[src/rtl/seg7_scan_ctrl_if.sv]
// Display-data and scan-status bundle for the 7-segment scan controller.
interface seg7_scan_ctrl_if;
    logic        ena;
    logic        load;
    logic [15:0] digits_in;
    logic [3:0]  dp_in;
    logic        blank_lz;
    logic [1:0]  scan_select;
    logic [7:0]  seg7;
    logic        pending;
    logic        frame_done;

    // The driver of display data and the consumer of scan outputs.
    modport master (
        output ena, load, digits_in, dp_in, blank_lz,
        input  scan_select, seg7, pending, frame_done
    );

    // The scan controller itself.
    modport slave (
        input  ena, load, digits_in, dp_in, blank_lz,
        output scan_select, seg7, pending, frame_done
    );
endinterface

[src/rtl/seg7_scan_ctrl.sv]
// Four-digit multiplexed 7-segment scan controller with a double-buffered
// display register. New data written while scanning waits in the shadow
// register and is copied to the active register only at a frame boundary,
// so a frame never shows a mix of old and new digits.
//
// state   | meaning
// --------+-----------------------------------------------------------
// ST_IDLE | display off, seg7 = 0, load writes the active data directly
// ST_SCAN | cycling digits 0..3, SCAN_DIV clocks each; load -> shadow
module seg7_scan_ctrl #(
    parameter int unsigned SCAN_DIV = 4
) (
    input logic             clock,
    input logic             rst,
    seg7_scan_ctrl_if.slave bus
);

    typedef enum logic {
        ST_IDLE = 1'b0,
        ST_SCAN = 1'b1
    } state_t;

    localparam logic [7:0] DIV_LAST = 8'(SCAN_DIV - 1);

    state_t      state_q, state_d;
    logic [7:0]  div_cnt_q, div_cnt_d;
    logic [1:0]  scan_select_q, scan_select_d;
    logic [7:0]  seg7_q, seg7_d;
    logic        pending_q, pending_d;
    logic        frame_done_q, frame_done_d;
    logic [19:0] active_q, active_d;
    logic [19:0] shadow_q, shadow_d;
    logic [19:0] in_word;

    assign in_word = {bus.dp_in, bus.digits_in};

    // Segment pattern of one digit of a {dp[3:0], digits[15:0]} word,
    // with optional leading-zero blanking (dp is never blanked).
    function automatic logic [7:0] decode(input logic [19:0] data,
                                          input logic [1:0]  idx,
                                          input logic        blz);
        logic [3:0] nib;
        logic       dp;
        logic       blank;
        logic [6:0] seg;
        case (idx)
            2'd0: begin nib = data[3:0];   dp = data[16]; blank = 1'b0; end
            2'd1: begin nib = data[7:4];   dp = data[17]; blank = (data[15:4] == 12'h000); end
            2'd2: begin nib = data[11:8];  dp = data[18]; blank = (data[15:8] == 8'h00); end
            default: begin nib = data[15:12]; dp = data[19]; blank = (data[15:12] == 4'h0); end
        endcase
        case (nib)
            4'h0: seg = 7'h3F;
            4'h1: seg = 7'h06;
            4'h2: seg = 7'h5B;
            4'h3: seg = 7'h4F;
            4'h4: seg = 7'h66;
            4'h5: seg = 7'h6D;
            4'h6: seg = 7'h7D;
            4'h7: seg = 7'h07;
            4'h8: seg = 7'h7F;
            4'h9: seg = 7'h6F;
            4'hA: seg = 7'h77;
            4'hB: seg = 7'h7C;
            4'hC: seg = 7'h39;
            4'hD: seg = 7'h5E;
            4'hE: seg = 7'h79;
            default: seg = 7'h71;
        endcase
        if (blz && blank) begin
            seg = 7'h00;
        end
        return {dp, seg};
    endfunction

    // Register stage with synchronous active-low reset.
    always_ff @(posedge clock) begin
        if (!rst) begin
            state_q       <= ST_IDLE;
            div_cnt_q     <= 8'd0;
            scan_select_q <= 2'd0;
            seg7_q        <= 8'h00;
            pending_q     <= 1'b0;
            frame_done_q  <= 1'b0;
            active_q      <= 20'd0;
            shadow_q      <= 20'd0;
        end else begin
            state_q       <= state_d;
            div_cnt_q     <= div_cnt_d;
            scan_select_q <= scan_select_d;
            seg7_q        <= seg7_d;
            pending_q     <= pending_d;
            frame_done_q  <= frame_done_d;
            active_q      <= active_d;
            shadow_q      <= shadow_d;
        end
    end

    // Next-state: scan sequencing, double-buffer management and decode.
    always_comb begin
        logic [1:0] sel_next;
        state_d       = state_q;
        div_cnt_d     = div_cnt_q;
        scan_select_d = scan_select_q;
        seg7_d        = seg7_q;
        pending_d     = pending_q;
        frame_done_d  = 1'b0;
        active_d      = active_q;
        shadow_d      = shadow_q;
        sel_next      = scan_select_q + 2'd1;

        case (state_q)
            ST_IDLE: begin
                div_cnt_d = 8'd0;
                seg7_d    = 8'h00;
                pending_d = 1'b0;
                if (bus.load) begin
                    active_d = in_word;
                end
                if (bus.ena) begin
                    state_d       = ST_SCAN;
                    scan_select_d = 2'd0;
                    seg7_d        = decode(active_d, 2'd0, bus.blank_lz);
                end
            end

            default: begin
                if (!bus.ena) begin
                    // Leaving the scan: flush any waiting data so IDLE always
                    // holds the most recent write in the active register.
                    state_d   = ST_IDLE;
                    div_cnt_d = 8'd0;
                    seg7_d    = 8'h00;
                    pending_d = 1'b0;
                    if (bus.load) begin
                        active_d = in_word;
                    end else if (pending_q) begin
                        active_d = shadow_q;
                    end
                end else begin
                    if (bus.load) begin
                        shadow_d  = in_word;
                        pending_d = 1'b1;
                    end
                    if (div_cnt_q == DIV_LAST) begin
                        div_cnt_d     = 8'd0;
                        scan_select_d = sel_next;
                        if (scan_select_q == 2'd3) begin
                            frame_done_d = 1'b1;
                            if (bus.load) begin
                                active_d  = in_word;
                                pending_d = 1'b0;
                            end else if (pending_q) begin
                                active_d  = shadow_q;
                                pending_d = 1'b0;
                            end
                        end
                        seg7_d = decode(active_d, sel_next, bus.blank_lz);
                    end else begin
                        div_cnt_d = div_cnt_q + 8'd1;
                    end
                end
            end
        endcase
    end

    assign bus.scan_select = scan_select_q;
    assign bus.seg7        = seg7_q;
    assign bus.pending     = pending_q;
    assign bus.frame_done  = frame_done_q;

endmodule

[src/flat_wrapper.sv]
// flat-port wrapper written by rule: the top's interface ports become plain ports
module seg7_scan_ctrl_flat 
#(
    parameter int unsigned SCAN_DIV = 4
)
  (clock, rst, bus_ena, bus_load, bus_digits_in, bus_dp_in, bus_blank_lz, bus_scan_select, bus_seg7, bus_pending, bus_frame_done);
  seg7_scan_ctrl_if bus_i ();
  input logic clock;
  input logic rst;
  input wire logic [$bits(bus_i.ena)-1:0] bus_ena;
  input wire logic [$bits(bus_i.load)-1:0] bus_load;
  input wire logic [$bits(bus_i.digits_in)-1:0] bus_digits_in;
  input wire logic [$bits(bus_i.dp_in)-1:0] bus_dp_in;
  input wire logic [$bits(bus_i.blank_lz)-1:0] bus_blank_lz;
  output wire logic [$bits(bus_i.scan_select)-1:0] bus_scan_select;
  output wire logic [$bits(bus_i.seg7)-1:0] bus_seg7;
  output wire logic [$bits(bus_i.pending)-1:0] bus_pending;
  output wire logic [$bits(bus_i.frame_done)-1:0] bus_frame_done;
  assign bus_i.ena = bus_ena;
  assign bus_i.load = bus_load;
  assign bus_i.digits_in = bus_digits_in;
  assign bus_i.dp_in = bus_dp_in;
  assign bus_i.blank_lz = bus_blank_lz;
  assign bus_scan_select = bus_i.scan_select;
  assign bus_seg7 = bus_i.seg7;
  assign bus_pending = bus_i.pending;
  assign bus_frame_done = bus_i.frame_done;
  seg7_scan_ctrl #(.SCAN_DIV(SCAN_DIV)) u_core (.clock(clock), .rst(rst), .bus(bus_i));
endmodule
[config.mk]
export PLATFORM = sky130hd
export DESIGN_NAME = seg7_scan_ctrl_flat
export DESIGN_NICKNAME = d
export VERILOG_FILES = /design/src/rtl/seg7_scan_ctrl_if.sv /design/src/rtl/seg7_scan_ctrl.sv /design/src/flat_wrapper.sv
export SDC_FILE = /design/constraint.sdc
export NUM_CORES = 1
export LEC_CHECK = 0
export ABC_CLOCK_PERIOD_IN_PS = 2100
export CORE_ASPECT_RATIO = 0.8
export CORE_MARGIN = 4
export CORE_UTILIZATION = 50
export CTS_BUF_LIST = sky130_fd_sc_hd__clkbuf_4
export DETAILED_ROUTE_END_ITERATION = 6
export GPL_TIMING_DRIVEN = 1
export PLACE_DENSITY = 0.73
export RECOVER_POWER = 50
export SYNTH_ARGS = -nofsm -noshare
export SYNTH_HDL_FRONTEND = slang
export SYNTH_SLANG_ARGS = --single-unit
[constraint.sdc]
create_clock -name clock -period 2.1 [get_ports clock]
set_input_delay 0.315 -clock clock [delete_from_list [all_inputs] [get_ports clock]]
set_output_delay 0.315 -clock clock [all_outputs]
set_load 0.01 [all_outputs]
# Word-level counts from Yosys, hierarchy flattened
# Memories as Yosys holds them, arrays and structs flattened.
# Index checks and enable logic that the tools add are counted.
[word_totals]
elab_cells = 75
mem_count = 2
input_bits = 25
output_inout_bits = 12
rom_bits = 224
register_bits = 61
[mem_list]
columns = ["name", "depth", "width", "read_ports", "rd_clocked_by_memory_dff", "wr", "line_no", "rtl"]
rows = [
  ["(name not given)", 16, 7, 1, 0, 0, "seg7_scan_ctrl.sv:52", "case (nib)"],
  ["(name not given)", 16, 7, 1, 0, 0, "seg7_scan_ctrl.sv:52", ""],
]
[classes]
reduce_logical = 13
mux = 40
bitwise = 3
add_sub_neg = 2
eq_ne = 6
[op_table]
columns = ["cell", "n"]
rows = [
  ["20-bit two-way mux", 10],
  ["8-bit two-way mux", 4],
  ["4-bit two-way mux", 5],
  ["7-bit two-way mux", 2],
  ["12-bit zero test", 1],
  ["1-bit two-way mux", 12],
  ["4-bit case mux with 3 select lines", 1],
  ["8-bit by 1-bit adder with 8-bit output (second input constant)", 1],
  ["8-bit by 2-bit == test with 1-bit output (second input constant)", 1],
  ["8-bit zero test", 1],
  ["2-bit two-way mux", 4],
  ["1-bit case mux with 3 select lines", 2],
  ["3-bit AND reduction", 2],
  ["2-bit == test (second input constant)", 2],
  ["4-bit zero test", 1],
  ["2-bit AND reduction", 2],
  ["4-bit AND reduction", 1],
  ["4-bit OR reduction", 1],
  ["3-bit inequality test (second input constant)", 1],
  ["1-bit inverter", 3],
  ["2-bit by 1-bit adder with 2-bit output (second input constant)", 1],
  ["2-bit by 1-bit == test with 1-bit output (second input constant)", 1],
  ["1-bit logical AND", 2],
  ["2-bit zero test", 1],
  ["2 further kinds", 2],
]

# Depth between registers and ports, before layout
# Gate-level depths: netlist of run 1.
[logic_depth]
word_depth = 16
mapped_depth = 12
depth_no_buf = 11

# Worst setup path before layout of run 1
# OpenSTA, ideal clock, no wires.
[synth_timing]
path_type = "register to register"
startpoint = "register u_core.scan_select_q[0] (netlist: u_core.bus.scan_select[0])"
endpoint = "register u_core.seg7_q[0] (netlist: u_core.bus.seg7[0])"
t_required_ns = 2.016
period_less_slack_ns = 2.442
stages_incl_launch_ff = 12
setup_slack_ns = -0.342
setup_ns = 0.084
arrival_ns = 2.358
n_path_buf = 1
cell_sequence = "dfxtp_1 ha_1 o21a_2 buf_6 o2111ai_1 a41oi_2 inv_1 ha_1 inv_1 a21oi_1 mux2_4 o31ai_2"
[synth_between]
elab_chain_cells = 15
word_cells_on_any_way = 26
cone_classes = "add/sub: 1; eq/ne: 3; mux: 16; reduce/logical: 5; memory: 1"
[synth_rtl]
columns = ["element", "line_no", "rtl"]
rows = [
  ["start: declaration", "seg7_scan_ctrl.sv:27", "logic [1:0] scan_select_q, scan_select_d;"],
  ["start signal: assignment", "seg7_scan_ctrl.sv:90", "scan_select_q <= scan_select_d;"],
  ["parallel branches: the longest is 11 deep, another holds memory 16 x 7 bit", "--", ""],
  ["7-bit two-way mux *", "seg7_scan_ctrl.sv:70", "if (blz && blank) begin"],
  ["8-bit two-way mux *", "seg7_scan_ctrl.sv:145", "if (div_cnt_q == DIV_LAST) begin"],
  ["8-bit two-way mux *", "seg7_scan_ctrl.sv:128", "if (!bus.ena) begin"],
  ["8-bit two-way mux *", "seg7_scan_ctrl.sv:112", "case (state_q)"],
  ["end signal: assignment", "seg7_scan_ctrl.sv:91", "seg7_q <= seg7_d;"],
  ["end: declaration", "seg7_scan_ctrl.sv:28", "logic [7:0] seg7_q, seg7_d;"],
]
# Every way passes the cells marked *. The select of a mux whose other input is x is not followed.
# A chain may end at the register's enable or synchronous reset.

# Final worst setup path of run 1
[layout_timing]
startpoint = "register u_core.scan_select_q[1] (netlist: u_core.bus.scan_select[1])"
endpoint = "register u_core.seg7_q[0] (netlist: u_core.bus.seg7[0])"
# Same word-level chain as after synthesis.

==> impl_metrics.yaml, run 1 <==
synth:
  synth.area.top_cells: "dfxtp_1 29%, nand2_1 7.9%, mux2i_1 5.0%"
  synthArstFlopShare_pct: 0
  synthesis.area_um2: 4170
  yosys_warnings: 0
  yosys.area.top_type: "dfxtp_1"
  yosysSeqAreaShare_pct: 29.3
  synth-main-ff-cell: "dfxtp_1"
  synthCells: 493
  synth_nets: 533
  yosysUniqueCellTypes: 71
  yosys-top-cells-count: "88 x nand2_1, 61 x dfxtp_1, 23 x nor2_1, 23 x o211ai_1, 22 x a21boi_0"
  ys_ff_latch: 61
  synth.most_common_cell: "nand2_1"
  avgSynthCellArea_um2: 8.45
  synth_edf_count: 0
  synth_top_area_share_pct: 29.3
hold_path:
  hp-class: "reg -> reg"
power_and_ir_drop:
  peakVddDrop_uv: 428
  clock_power_share_pct: 24.8
  switching_share_pct: 32.8
  power_density_nw_per_um2: 478
  p_int_mw: 1.90
  seq_power_share_pct: 44.6
  p_leak_nw: 2.32
  switchingPower_uw: 930
  power_frac_comb_pct: 30.6
floorplanning:
  rows: 29
  initial_utilization_pct: 52.0
  die_area_um2: 9870
  dieHeight_um: 89.6
  die_w_um: 110
  coreArea_um2: 8020
  io_pins: 37
critical_path:
  worstPathMaxFanout: 6
  arrival_ns: 2.70
  cp_data_required_time_ns: 2.47
  end_kind: "flop"
  crit_type: "reg -> reg"
  critPathLaunchType: "flop"
global_route:
  antenna_found_initial: 0
  grt-ovfl-total: 0
  grt_use_total_pct: 28.2
  grt_max_degree: 37
  grt_pass1_vias: 4308
  grt_pass1_wl_um: 21500
cts:
  cts_made_buffers: 9
  clk_latency_ns: 0.45
  clk_pin_slew_ns: 0.10
  cts_hold_buf: 0
  clk_path_buf_depth: 2
  numClockSinks: 61
  htree_num_levels: 3
  cts_tree: "yes"
  root_buffer: "clkbuf_4"
sta:
  setup_viol: 22
  finClkSkew_ns: 0.0188
  hold_ws_ns: 0.445
  fmax_mhz: 428
  final_max_slew_viol_count: 0
  period_needed_ns: 2.34
  fin_crit_sh_pct: 111
  worst_slew_pin_slew_ns: 0.554
  hold_viol: 0
  setup_ws_ns: -0.237
  rsz0062_at_grt: "yes"
  slew_headroom_pct: 63.1
detailed_routing:
  met2RoutedLength_um: 6300
  drt_iter0_markers: 390
  drc: 0
  viasPerCell: 5.96
  wl_met3_um: 932
  met1Wirelength_um: 6130
  num_vias: 4377
  ant_nets: 0
  firstDrtPassIters: 5
  drt_wl_total_um: 13700
  top_layer: "met4"
  wl_per_cell_um: 18.6
cells_and_area:
  nNetsFinal: 663
  antennaDiodeCount: 0
  area_delta_synth_final_pct: 42.3
  final_util_pct: 73.9
  drive_above_1_share_pct: 33.2
  final_cell_area_um2: 5930
  final.fill_count: 596
placement:
  place.gp.congestion: 0.905
  dpl.hpwl_um: 8790
  placed_cell_area_um2: 5270
  port_buffers: 36
job:
  max-cap-violations: 0
outcome:
  violations: "setup timing"
  status: "finished with violations"
==> cell families after synthesis <==
| family | count (synthesis) | synth area share (%) |
|---|---|---|
| AO/OA/AOI/OAI | 157 | 30.6 |
| XOR/XNOR | 6 | 1.26 |
| adder cells (fa/ha/maj) | 15 | 4.50 |
| buffers and inverters | 50 | 5.98 |
| flip-flops | 61 | 29.3 |
| multiplexers | 28 | 7.15 |
| AND/OR/NAND/NOR | 176 | 21.2 |
==> through the flow <==
| stage | setup WS (ns) | instances | setup TNS [ns] | total power, mW |
|---|---|---|---|---|
| 2_1_floorplan | -0.0834 | 493 | -0.218 | 1.69 |
| 3_3_place_gp | -0.294 | 698 | -1.81 | 2.00 |
| 3_5_place_dp | -0.346 | 698 | -2.16 | 2.02 |
| 4_1_cts | -0.193 | 727 | -0.927 | 2.76 |
| 5_1_grt | -0.319 | 735 | -4.30 | 2.96 |
| 6_report | -0.237 | 735 | -2.91 | 2.83 |
==> cell type report <==
type	count	area (um^2)	area share, %
well taps	108	135	2.28
multi-input cells	383	3060	51.6
flip-flops and latches	61	1230	20.8
clock buffers	11	82.6	1.39
clock inverters	4	16.3	0.274
inverters	17	66.3	1.12
repair buffers	151	1330	22.5
==> placed cells by master, fill, tap and decap left out, types with 5 or more instances in the layout <==
cell | netlist | final
and3_1 | 7 | 5
mux2i_1 | 21 | 19
o22ai_1 | 6 | 5
o211a_1 | 15 | 15
nor2_1 | 23 | 21
dfxtp_1 | 61 | 56
clkbuf_4 | 0 | 11
nand3b_1 | 7 | 7
buf_6 | 5 | 9
o21ai_0 | 12 | 10
clkdlybuf4s50_1 | 0 | 34
ha_1 | 15 | 10
a21boi_0 | 22 | 20
nand2b_1 | 6 | 6
nand3_1 | 12 | 10
a21oi_1 | 17 | 14
inv_1 | 16 | 12
a21boi_1 | 3 | 5
o211ai_1 | 23 | 23
buf_4 | 4 | 99
nor2b_1 | 7 | 7
nand2_1 | 88 | 87
a211oi_1 | 8 | 5
o2111ai_2 | 0 | 5
==> power groups by stage <==
stage	sequential [mW]	clock, mW	combinational (mW)
after floorplan	1.28	0	0.410
after global placement	1.28	0	0.717
after detailed placement	1.28	0	0.732
after CTS	1.26	0.703	0.803
after global routing	1.27	0.763	0.933
final	1.26	0.702	0.869
==> layer usage <==
metal  up-vias  global-route usage (%)
li1       2076                       -
met1      2082                    36.5
met2       185                    46.7
met3        34                    6.15
met4         0                    9.63
met5         -                       0
==> worst max-delay path: stages (launching register included) <==
cell	delay, ns
dfxtp_4	0.37
ha_4	0.20
buf_6	0.15
buf_6	0.11
nand3b_1	0.12
o2111ai_2	0.19
a41oi_2	0.32
inv_2	0.12
ha_4	0.19
inv_4	0.06
a21oi_1	0.04
mux2_4	0.26
o31ai_2	0.16
==> sequential cells by signal (all words and copies together) (netlist names) <==
| signal | cells |
|---|---|
| u_core.div_cnt_q | 8 |
| u_core.bus.frame_done | 1 |
| u_core.bus.scan_select | 2 |
| u_core.bus.seg7 | 8 |
| u_core.active_q | 20 |
| u_core.bus.pending | 1 |
| u_core.shadow_q | 20 |
| u_core.state_q | 1 |
==> worst paths after layout <==
| path | start | to | slack, ns | depth (start not counted) |
|---|---|---|---|---|
| setup / recovery | u_core.bus.scan_select[1] | u_core.bus.seg7[0] | -0.24 | 12 |
| hold / removal | u_core.div_cnt_q[0] | u_core.div_cnt_q[0] | 0.44 | 1 |
| setup reg to reg | u_core.bus.scan_select[1] | u_core.bus.seg7[0] | -0.24 | 12 |
| hold reg to reg | u_core.div_cnt_q[0] | u_core.div_cnt_q[0] | 0.44 | 1 |
==> what timing repair did <==
action	CTS	global route
endpoints found under the hold margin	0	0
cloned	1	3
setup endpoints to repair	22	30
gates resized for setup	46	27
pin swaps	23	29
buffers inserted	14	7
Power figures use the tool's default switching activity.
==> run 2: changes to the inputs <==
--- a/config.mk
+++ b/config.mk
@@ -11,9 +11,11 @@
 export CORE_UTILIZATION = 50
 export CTS_BUF_LIST = sky130_fd_sc_hd__clkbuf_4
 export DETAILED_ROUTE_END_ITERATION = 6
+export GPL_ROUTABILITY_DRIVEN = 0
 export GPL_TIMING_DRIVEN = 1
 export PLACE_DENSITY = 0.73
 export RECOVER_POWER = 50
+export SETUP_SLACK_MARGIN = 0.02
 export SYNTH_ARGS = -nofsm -noshare
 export SYNTH_HDL_FRONTEND = slang
 export SYNTH_SLANG_ARGS = --single-unit
==> impl_metrics.yaml, run 2 (same netlist as run 1, synthesis figures left out) <==
job:
  max-cap-violations: 0
cts:
  htree_num_levels: 3
  numClockSinks: 61
  clk_latency_ns: 0.43
  clk_pin_slew_ns: 0.10
  cts_tree: "yes"
  cts_made_buffers: 9
  clk_path_buf_depth: 2
  root_buffer: "clkbuf_4"
sta:
  slew_headroom_pct: 61.8
  fmax_mhz: 410
  final_max_slew_viol_count: 0
  setup_ws_ns: -0.340
  rsz0062_at_grt: "yes"
  fin_crit_sh_pct: 116
  setup_viol: 16
  period_needed_ns: 2.44
  hold_viol: 0
  worst_slew_pin_slew_ns: 0.573
  finClkSkew_ns: 0.0121
placement:
  dpl.hpwl_um: 9010
  dp.cells: 693
  port_buffers: 36
  post-place-ws_ns: -0.370
cells_and_area:
  layout_common_cells: "96 x buf_4, 88 x nand2_1, 57 x dfxtp_1, 35 x clkdlybuf4s50_1, 23 x o211ai_1"
  reg_top3: "u_core.active_q: 20 flops, u_core.shadow_q: 20 flops"
  nNetsFinal: 657
  area_delta_synth_final_pct: 41.4
  fin_cells: 730
  final_util_pct: 73.5
  antennaDiodeCount: 0
  drive_above_1_share_pct: 32.0
  final_common_cell: "buf_4"
power_and_ir_drop:
  switching_share_pct: 29.1
  clock_power_share_pct: 33.6
  p_int_mw: 2.27
  power_density_nw_per_um2: 545
  total_power_mw: 3.21
  power_frac_comb_pct: 27.1
  seq_power_share_pct: 39.3
  switchingPower_uw: 934
  peakVddDrop_uv: 412
  p_leak_nw: 2.31
floorplanning:
  io_pins: 37
  initial_utilization_pct: 52.0
  die_area_um2: 9870
  coreArea_um2: 8020
  rows: 29
  die_w_um: 110
  dieHeight_um: 89.6
critical_path:
  crit_type: "reg -> reg"
  cpPeakStageDelay_ns: 0.46
  cp_data_required_time_ns: 2.42
  arrival_ns: 2.76
  slowest_stage: "dfxtp_4"
  critPathLaunchType: "flop"
  end_kind: "flop"
  worstPathMaxFanout: 8
  crit_chain: "mux2_2, o211ai_1, a41oi_2, inv_2, ha_4, inv_4, buf_6, mux2i_4, a2bb2oi_2, o2bb2ai_1"
hold_path:
  hp-class: "reg -> reg"
global_route:
  grt_use_total_pct: 28.9
  grt_max_degree: 27
  grt_pass1_wl_um: 21900
  grt-ovfl-total: 0
  grt_pass1_vias: 4318
  antenna_found_initial: 0
detailed_routing:
  num_vias: 4455
  firstDrtPassIters: 5
  wl_per_cell_um: 19.4
  drc: 0
  viasPerCell: 6.10
  drt_wl_total_um: 14200
  drt_iter0_markers: 598
  ant_nets: 0
outcome:
  violations: "setup timing"
  status: "finished with violations"
-- run 2: changes by cell type in the layout (fill, tap and decap cells not counted), sizes merged, moves of 2 or more --
cell,previous run,this run
buf,113,110
bufinv,0,3
clkbuf,14,11
clkinv,4,2
-- run 2: area by class of cell --
class | instances | area (um^2)
clock inverters | 5 | 98.8
multi-input cells | 382 | 2970
flip-flops and latches | 61 | 1230
fillers | 568 | 2130
inverters | 17 | 68.8
repair buffers | 146 | 1310
clock buffers | 11 | 82.6
well taps | 108 | 135
-- run 2: worst paths after layout --
check / startpoint / to / slack (ns) / depth (start not counted)
hold reg to reg: u_core.bus.seg7[7] / u_core.bus.seg7[7] / 0.46 / 2
hold / removal: u_core.bus.seg7[7] / u_core.bus.seg7[7] / 0.46 / 2
setup reg to reg: u_core.bus.pending / u_core.bus.seg7[3] / -0.34 / 10
setup / recovery: u_core.bus.pending / u_core.bus.seg7[3] / -0.34 / 10
-- run 2: per-stage QoR --
stage / area, um^2 / hold WS [ns] / setup TNS, ns
after global placement: 5290 / 0.425 / -2.21
after CTS: 5770 / 0.460 / -1.97
after floorplan: 4230 / 0.413 / -0.218
final: 5890 / 0.457 / -1.98
after global routing: 5890 / 0.481 / -3.80
after detailed placement: 5290 / 0.437 / -2.89
-- run 2: layer usage --
layer / share of wire [%] / wire, um / global-route usage (%) / vias up
met2: 47 / 6650 / 48.2 / 244
met3: 8.3 / 1180 / 5.86 / 43
li1: - / - / - / 2073
met1: 42 / 5920 / 37.3 / 2095
met4: 3.0 / 427 / 10.6 / 0
met5: 0 / 0 / 0 / -
-- run 2: power by group through the flow --
| stage | combinational [mW] | sequential (mW) | clock (mW) |
|---|---|---|---|
| after floorplan | 0.411 | 1.28 | 0 |
| after global placement | 0.719 | 1.28 | 0 |
| after detailed placement | 0.739 | 1.28 | 0 |
| after CTS | 0.818 | 1.26 | 1.10 |
| after global routing | 0.926 | 1.27 | 1.15 |
| final | 0.869 | 1.26 | 1.08 |
-- run 2: worst max-delay path: cells and delay by family (launching register included) --
| family | cells | cell delay, ns |
|---|---|---|
| buffers and inverters | 3 | 0.34 |
| AOI/OAI and AO/OA | 4 | 0.81 |
| muxes | 2 | 0.54 |
| DFF | 1 | 0.46 |
| adders and majority gates | 1 | 0.17 |
-- run 2: timing repair --
action / 4_1_cts / 5_1_grt
hold buffers: 0 / 0
setup buffers: 12 / 9
gates cloned: 2 / 0
setup endpoints to repair: 29 / 28
hold endpoints to repair: 0 / 0
pin swaps: 18 / 18
resized for setup: 39 / 21
